===== src/rtl/spi_master_param.sv =====
// spi_master_param: parameterised SPI master, one frame per request.
//
// Parameters:
//   DATA_W    frame width in bits (1..32)
//   CLK_DIV   clk cycles per sclk half-period (>=1)
//   LSB_FIRST 1 = bit 0 shifted first, 0 = bit DATA_W-1 shifted first
//
// Ports:
//   clk   in   single clock, all logic on its rising edge
//   rst   in   synchronous active-high reset
//   newd  in   transfer request, honoured only while idle and not busy
//   din   in   transmit word, latched at accept
//   cpol  in   sclk idle level, latched at accept
//   cpha  in   0 = sample on leading edge, 1 = sample on trailing edge
//   miso  in   serial receive data
//   sclk  out  serial clock (registered)
//   cs    out  active-low chip select (registered)
//   mosi  out  serial transmit data (registered)
//   dout  out  last completed received word
//   busy  out  high from the cycle after accept through the done cycle
//   done  out  one-cycle completion pulse
module spi_master_param #(
  parameter int DATA_W    = 12,
  parameter int CLK_DIV   = 10,
  parameter int LSB_FIRST = 1
) (
  input  logic              clk,
  input  logic              rst,
  input  logic              newd,
  input  logic [DATA_W-1:0] din,
  input  logic              cpol,
  input  logic              cpha,
  input  logic              miso,
  output logic              sclk,
  output logic              cs,
  output logic              mosi,
  output logic [DATA_W-1:0] dout,
  output logic              busy,
  output logic              done
);

  localparam int CNT_W  = (CLK_DIV > 1) ? $clog2(CLK_DIV) : 1;
  localparam int EDGE_W = $clog2(2 * DATA_W + 1);

  localparam logic [CNT_W-1:0]  DIV_LAST  = CNT_W'(CLK_DIV - 1);
  localparam logic [EDGE_W-1:0] EDGE_LAST = EDGE_W'(2 * DATA_W);

  typedef enum logic [1:0] {IDLE, XFER, HOLD} state_t;

  state_t              state_q, state_d;
  logic [CNT_W-1:0]    cnt_q, cnt_d;
  logic [EDGE_W-1:0]   edge_q, edge_d;
  logic [DATA_W-1:0]   tx_q, tx_d;
  logic [DATA_W-1:0]   rx_q, rx_d;
  logic [DATA_W-1:0]   dout_q, dout_d;
  logic                cpol_q, cpol_d;
  logic                cpha_q, cpha_d;
  logic                sclk_q, sclk_d;
  logic                cs_q, cs_d;
  logic                mosi_q, mosi_d;
  logic                busy_q, busy_d;
  logic                done_q, done_d;

  logic [EDGE_W-1:0]   edge_k;
  logic                leading;
  logic                do_sample;
  logic                do_advance;

  function automatic logic first_bit(input logic [DATA_W-1:0] v);
    if (LSB_FIRST != 0) return v[0];
    else                return v[DATA_W-1];
  endfunction

  function automatic logic [DATA_W-1:0] shift_out(input logic [DATA_W-1:0] v);
    if (LSB_FIRST != 0) return v >> 1;
    else                return v << 1;
  endfunction

  // Received bits land so that the first bit ends up in the same position
  // it was transmitted from.
  function automatic logic [DATA_W-1:0] shift_in(input logic [DATA_W-1:0] v,
                                                 input logic b);
    logic [DATA_W-1:0] r;
    if (LSB_FIRST != 0) begin
      r = v >> 1;
      r[DATA_W-1] = b;
    end else begin
      r = v << 1;
      r[0] = b;
    end
    return r;
  endfunction

  always_comb begin
    state_d    = state_q;
    cnt_d      = cnt_q;
    edge_d     = edge_q;
    tx_d       = tx_q;
    rx_d       = rx_q;
    dout_d     = dout_q;
    cpol_d     = cpol_q;
    cpha_d     = cpha_q;
    sclk_d     = sclk_q;
    cs_d       = cs_q;
    mosi_d     = mosi_q;
    busy_d     = busy_q;
    done_d     = 1'b0;
    edge_k     = edge_q + EDGE_W'(1);
    leading    = edge_k[0];
    do_sample  = cpha_q ? !leading : leading;
    do_advance = cpha_q ? leading : (!leading && (edge_k != EDGE_LAST));

    case (state_q)
      IDLE: begin
        // busy_q is still high in the done cycle, which blocks a request there
        busy_d = 1'b0;
        if (!busy_q && newd) begin
          state_d = XFER;
          cpol_d  = cpol;
          cpha_d  = cpha;
          cs_d    = 1'b0;
          busy_d  = 1'b1;
          sclk_d  = cpol;
          cnt_d   = '0;
          edge_d  = '0;
          rx_d    = '0;
          if (!cpha) begin
            mosi_d = first_bit(din);
            tx_d   = shift_out(din);
          end else begin
            mosi_d = 1'b0;
            tx_d   = din;
          end
        end
      end
      XFER: begin
        if (cnt_q == DIV_LAST) begin
          cnt_d  = '0;
          sclk_d = ~sclk_q;
          edge_d = edge_k;
          if (do_sample) rx_d = shift_in(rx_q, miso);
          if (do_advance) begin
            mosi_d = first_bit(tx_q);
            tx_d   = shift_out(tx_q);
          end
          if (edge_k == EDGE_LAST) state_d = HOLD;
        end else begin
          cnt_d = cnt_q + CNT_W'(1);
        end
      end
      HOLD: begin
        if (cnt_q == DIV_LAST) begin
          state_d = IDLE;
          cnt_d   = '0;
          edge_d  = '0;
          cs_d    = 1'b1;
          mosi_d  = 1'b0;
          done_d  = 1'b1;
          dout_d  = rx_q;
        end else begin
          cnt_d = cnt_q + CNT_W'(1);
        end
      end
      default: state_d = IDLE;
    endcase
  end

  always_ff @(posedge clk) begin
    if (rst) begin
      state_q <= IDLE;
      cnt_q   <= '0;
      edge_q  <= '0;
      tx_q    <= '0;
      rx_q    <= '0;
      dout_q  <= '0;
      cpol_q  <= 1'b0;
      cpha_q  <= 1'b0;
      sclk_q  <= 1'b0;
      cs_q    <= 1'b1;
      mosi_q  <= 1'b0;
      busy_q  <= 1'b0;
      done_q  <= 1'b0;
    end else begin
      state_q <= state_d;
      cnt_q   <= cnt_d;
      edge_q  <= edge_d;
      tx_q    <= tx_d;
      rx_q    <= rx_d;
      dout_q  <= dout_d;
      cpol_q  <= cpol_d;
      cpha_q  <= cpha_d;
      sclk_q  <= sclk_d;
      cs_q    <= cs_d;
      mosi_q  <= mosi_d;
      busy_q  <= busy_d;
      done_q  <= done_d;
    end
  end

  assign sclk = sclk_q;
  assign cs   = cs_q;
  assign mosi = mosi_q;
  assign dout = dout_q;
  assign busy = busy_q;
  assign done = done_q;

endmodule

===== config.mk =====
export PLATFORM = sky130hd
export DESIGN_NAME = spi_master_param
export DESIGN_NICKNAME = d
export VERILOG_FILES = /design/src/rtl/spi_master_param.sv
export SDC_FILE = /design/constraint.sdc
export NUM_CORES = 1
export LEC_CHECK = 0
export CAP_MARGIN = 20
export CORE_ASPECT_RATIO = 0.5
export CORE_MARGIN = 2
export CORE_UTILIZATION = 29
export DETAILED_ROUTE_END_ITERATION = 16
export SYNTH_ARGS = -nofsm -noshare
export SYNTH_HDL_FRONTEND = slang
export SYNTH_SLANG_ARGS = --single-unit

===== constraint.sdc =====
create_clock -name clk -period 1.85 [get_ports clk]
set_clock_uncertainty 0.15 [all_clocks]
set_input_delay 0.37 -clock clk [delete_from_list [all_inputs] [get_ports clk]]
set_output_delay 0.37 -clock clk [all_outputs]
set_load 0.05 [all_outputs]

==> impl_metrics.env, run 1 <==
export IMPL_min_period_over_period=0.974
export IMPL_synthSimpleGateAreaFrac=0.222
export IMPL_synth_edf_count=0
export IMPL_drt_total_wl_um=5750
export IMPL_crit_chain="or2_1 > o311ai_4 > o22ai_4 > buf_12 > mux2i_2 > nor2_1"
export IMPL_antenna_found_initial=0
export IMPL_use_met3=0.0305
export IMPL_ir_drop_v=0.000436
export IMPL_grt_met2_usage=0.196
export IMPL_dr_pass1_iters=4
export IMPL_die_area_um2=9600
export IMPL_cts_tree="done"
export IMPL_fillCellCount=863
export IMPL_p_sw_frac=0.337
export IMPL_grt_use_met1=0.173
export IMPL_syn_area_per_cell_um2=8.41
export IMPL_htreeDepth=2
export IMPL_drcViolationCount=0
export IMPL_min_path_type="reg2reg"
export IMPL_grt_pass1_vias=2117
export IMPL_syn_to_final_growth_pct=37.3
export IMPL_layout_commonest_cell="nand2_1"
export IMPL_power_density_nw_per_um2=1030
export IMPL_switchingPower_mw=1.21
export IMPL_busiest_layer="met2"
export IMPL_io_buffers=34
export IMPL_max_stage_delay_ps=360
export IMPL_arrival_ps=1840
export IMPL_muxShareOfSynthArea=0.110
export IMPL_cp_data_required_time_ps=1890
export IMPL_synth_distinct_cells=44
export IMPL_seq_power_share=0.361
export IMPL_maxSlewViolCount=0
export IMPL_ys_seq_elements=53
export IMPL_synth_area_um2=2550
export IMPL_cts_root_buf="clkbuf_16"
export IMPL_dp_hpwl_um=3930
export IMPL_synth_top_family_by_area="simple AND/OR/NAND/NOR gates"
export IMPL_drt_antenna_violating_nets=0
export IMPL_fp_coreArea_um2=8620
export IMPL_crit_buf_inv=1
export IMPL_path_clk_slew_ps=70
export IMPL_yosysTopAreaCellShare=0.417
export IMPL_yosysTopAreaCell="dfxtp_1"
export IMPL_netlist_instances=303
export IMPL_critPathKind="reg2reg"
export IMPL_critPathTopFamily="compound AO/OA/AOI/OAI gates"
export IMPL_vias=2265
export IMPL_synth_xor_area_frac=0.00344
export IMPL_synth_nets=327
export IMPL_synth_fa_ha_area_frac=0.0295
export IMPL_synth_area_leaders="dfxtp_1 42%, mux2i_1 11%, nand2_1 8.5%"
export IMPL_ioPinCount=35
export IMPL_grt_overflow=0
export IMPL_hold_violations=0
export IMPL_numCtsBuffers=5
export IMPL_endpoint_kind="register"
export IMPL_track_usage=0.125
export IMPL_p_comb_frac=0.386
export IMPL_rsz0062_at_grt="true"
export IMPL_fin_tns_setup_ps=0
export IMPL_drt_wirelength_per_cell_um=12.1
export IMPL_grt_first_pass_wirelength_um=9690
export IMPL_yosys_warnings=0
export IMPL_crit_slowest_cell="dfxtp_2"
export IMPL_fin_nets=382
export IMPL_clk_path_buf_depth=2
export IMPL_place_gp_congestion=0.781
export IMPL_worst_setup_path_start_kind="register"
export IMPL_drive_gt1_frac=0.242
export IMPL_setup_viol=0
export IMPL_grt_max_degree=26
export IMPL_antenna_cells=0
export IMPL_tightestPinTransition_ps=500
export IMPL_rows=24
export IMPL_max_freq_ghz=0.555
export IMPL_cap_violations=0
export IMPL_clockPowerShare=0.253
export IMPL_critPathMaxFanout=6
export IMPL_start_util=0.296
export IMPL_min_period_ps=1800
export IMPL_die_y_um=70.3
export IMPL_clock_latency_ps=290
export IMPL_seq_area_frac_synth=0.417
export IMPL_intPower_mw=2.38
export IMPL_leakagePower_nw=1.33
export IMPL_slew_headroom=0.661
export IMPL_via_per_inst=4.76
export IMPL_p_total_mw=3.59
export IMPL_final_cell_mix="58 x nand2_1, 48 x dfxtp_1, 46 x buf_4"
export IMPL_synth_compound_area_share=0.166
export IMPL_outcome="finished clean"
export IMPL_cts_sinks=53
export IMPL_drtIter0Drc=136
export IMPL_synth_async_sr_flop_share=0
export IMPL_synthFlopType="dfxtp_1"
export IMPL_chipWidth_um=137
export IMPL_ctsHoldBuffers=0
[cell families after synthesis]
group                    after synthesis
XOR/XNOR                               1
AND/OR/NAND/NOR                      119
flip-flops                            53
adder cells (fa/ha/maj)                6
buffers and inverters                 27
AO/OA/AOI/OAI                         69
multiplexers                          28
[power groups by stage]
stage	Clock (mW)	Combinational (mW)	Sequential (mW)
4_1_cts	0.939	1.23	1.29
6_report	0.907	1.39	1.30
5_1_grt	0.977	1.51	1.31
3_5_place_dp	0	1.20	1.31
3_3_place_gp	0	1.19	1.31
2_1_floorplan	0	0.708	1.39
[tightest hold or removal path: stages (launching register included)]
cell and delay, ps:
dfxtp_1 310, nand2_1 50, a21oi_1 50
[state kept, by name (all words and copies together), names as in the netlist]
| name | flops |
|---|---|
| busy | 1 |
| cnt_q | 4 |
| cpha_q | 1 |
| cs | 1 |
| done | 1 |
| dout | 12 |
| edge_q | 5 |
| mosi | 1 |
| rx_q | 12 |
| sclk | 1 |
| state_q | 2 |
| tx_q | 12 |
[synth_stat cells (all sizes together), types with 2 or more instances]
cell / n
mux2i: 28
o311ai: 2
nand2: 58
nand3b: 3
ha: 6
and3: 3
a22oi: 3
clkbuf: 10
nor3b: 2
nor3: 2
buf: 12
nand4b: 2
a31oi: 2
nor2: 20
a21oi: 30
inv: 5
and2: 2
nand2b: 5
nand4: 12
nand3: 3
dfxtp: 53
a41oi: 2
a311oi: 4
o21ai: 20
[layer usage]
metal / wire length (um) / part of all wire
met1: 2940 / 0.51
met2: 2560 / 0.44
met3: 225 / 0.039
met4: 31 / 0.0054
met5: 0 / 0
[final timing paths]
| kind | slack (ps) | start | to | depth (start not counted) |
|---|---|---|---|---|
| worst max register to register | 50 | cpha_q | tx_q[3] | 6 |
| worst max-delay path | 50 | cpha_q | tx_q[3] | 6 |
| worst min register to register | 300 | rx_q[0] | dout[0] | 2 |
| worst min-delay path | 300 | rx_q[0] | dout[0] | 2 |
[final cells by class]
cell class / instances / area, um^2 / area share
Multi-Input combinational cell: 223 / 1480 / 0.422
Clock buffer: 6 / 129 / 0.0369
Inverter: 5 / 22.5 / 0.00644
Clock inverter: 2 / 10.0 / 0.00286
Timing Repair Buffer: 70 / 647 / 0.185
Tap cell: 117 / 146 / 0.0419
Sequential cell: 53 / 1070 / 0.305
[metrics by stage]
| stage | cell area (um^2) | utilization | hold slack, ps | setup slack (ps) | instances |
|---|---|---|---|---|---|
| floorplan | 2550 | - | 282 | 13.8 | 303 |
| global placement | 3190 | 0.370 | 292 | -182 | 466 |
| detailed placement | 3190 | 0.370 | 298 | -204 | 466 |
| CTS | 3340 | 0.388 | 307 | 3.28 | 474 |
| global route | 3500 | 0.406 | 323 | -32.1 | 476 |
| finish | 3500 | 0.406 | 302 | 48.0 | 476 |
[what timing repair did]
item,CTS,global route
cloned,0,1
gates resized for setup,3,31
endpoints found under the setup margin,19,45
setup buffers,0,1
pin swaps,0,6
hold endpoints to repair,0,0
No activity file was read; power rests on OpenSTA's default activity.
==> run 2, diff against run 1 <==
CTS_CLUSTER_DIAMETER = 100   (was not set)
==> results of run 2 <==
Final layout, timing and power as in run 1 (identical DEF).
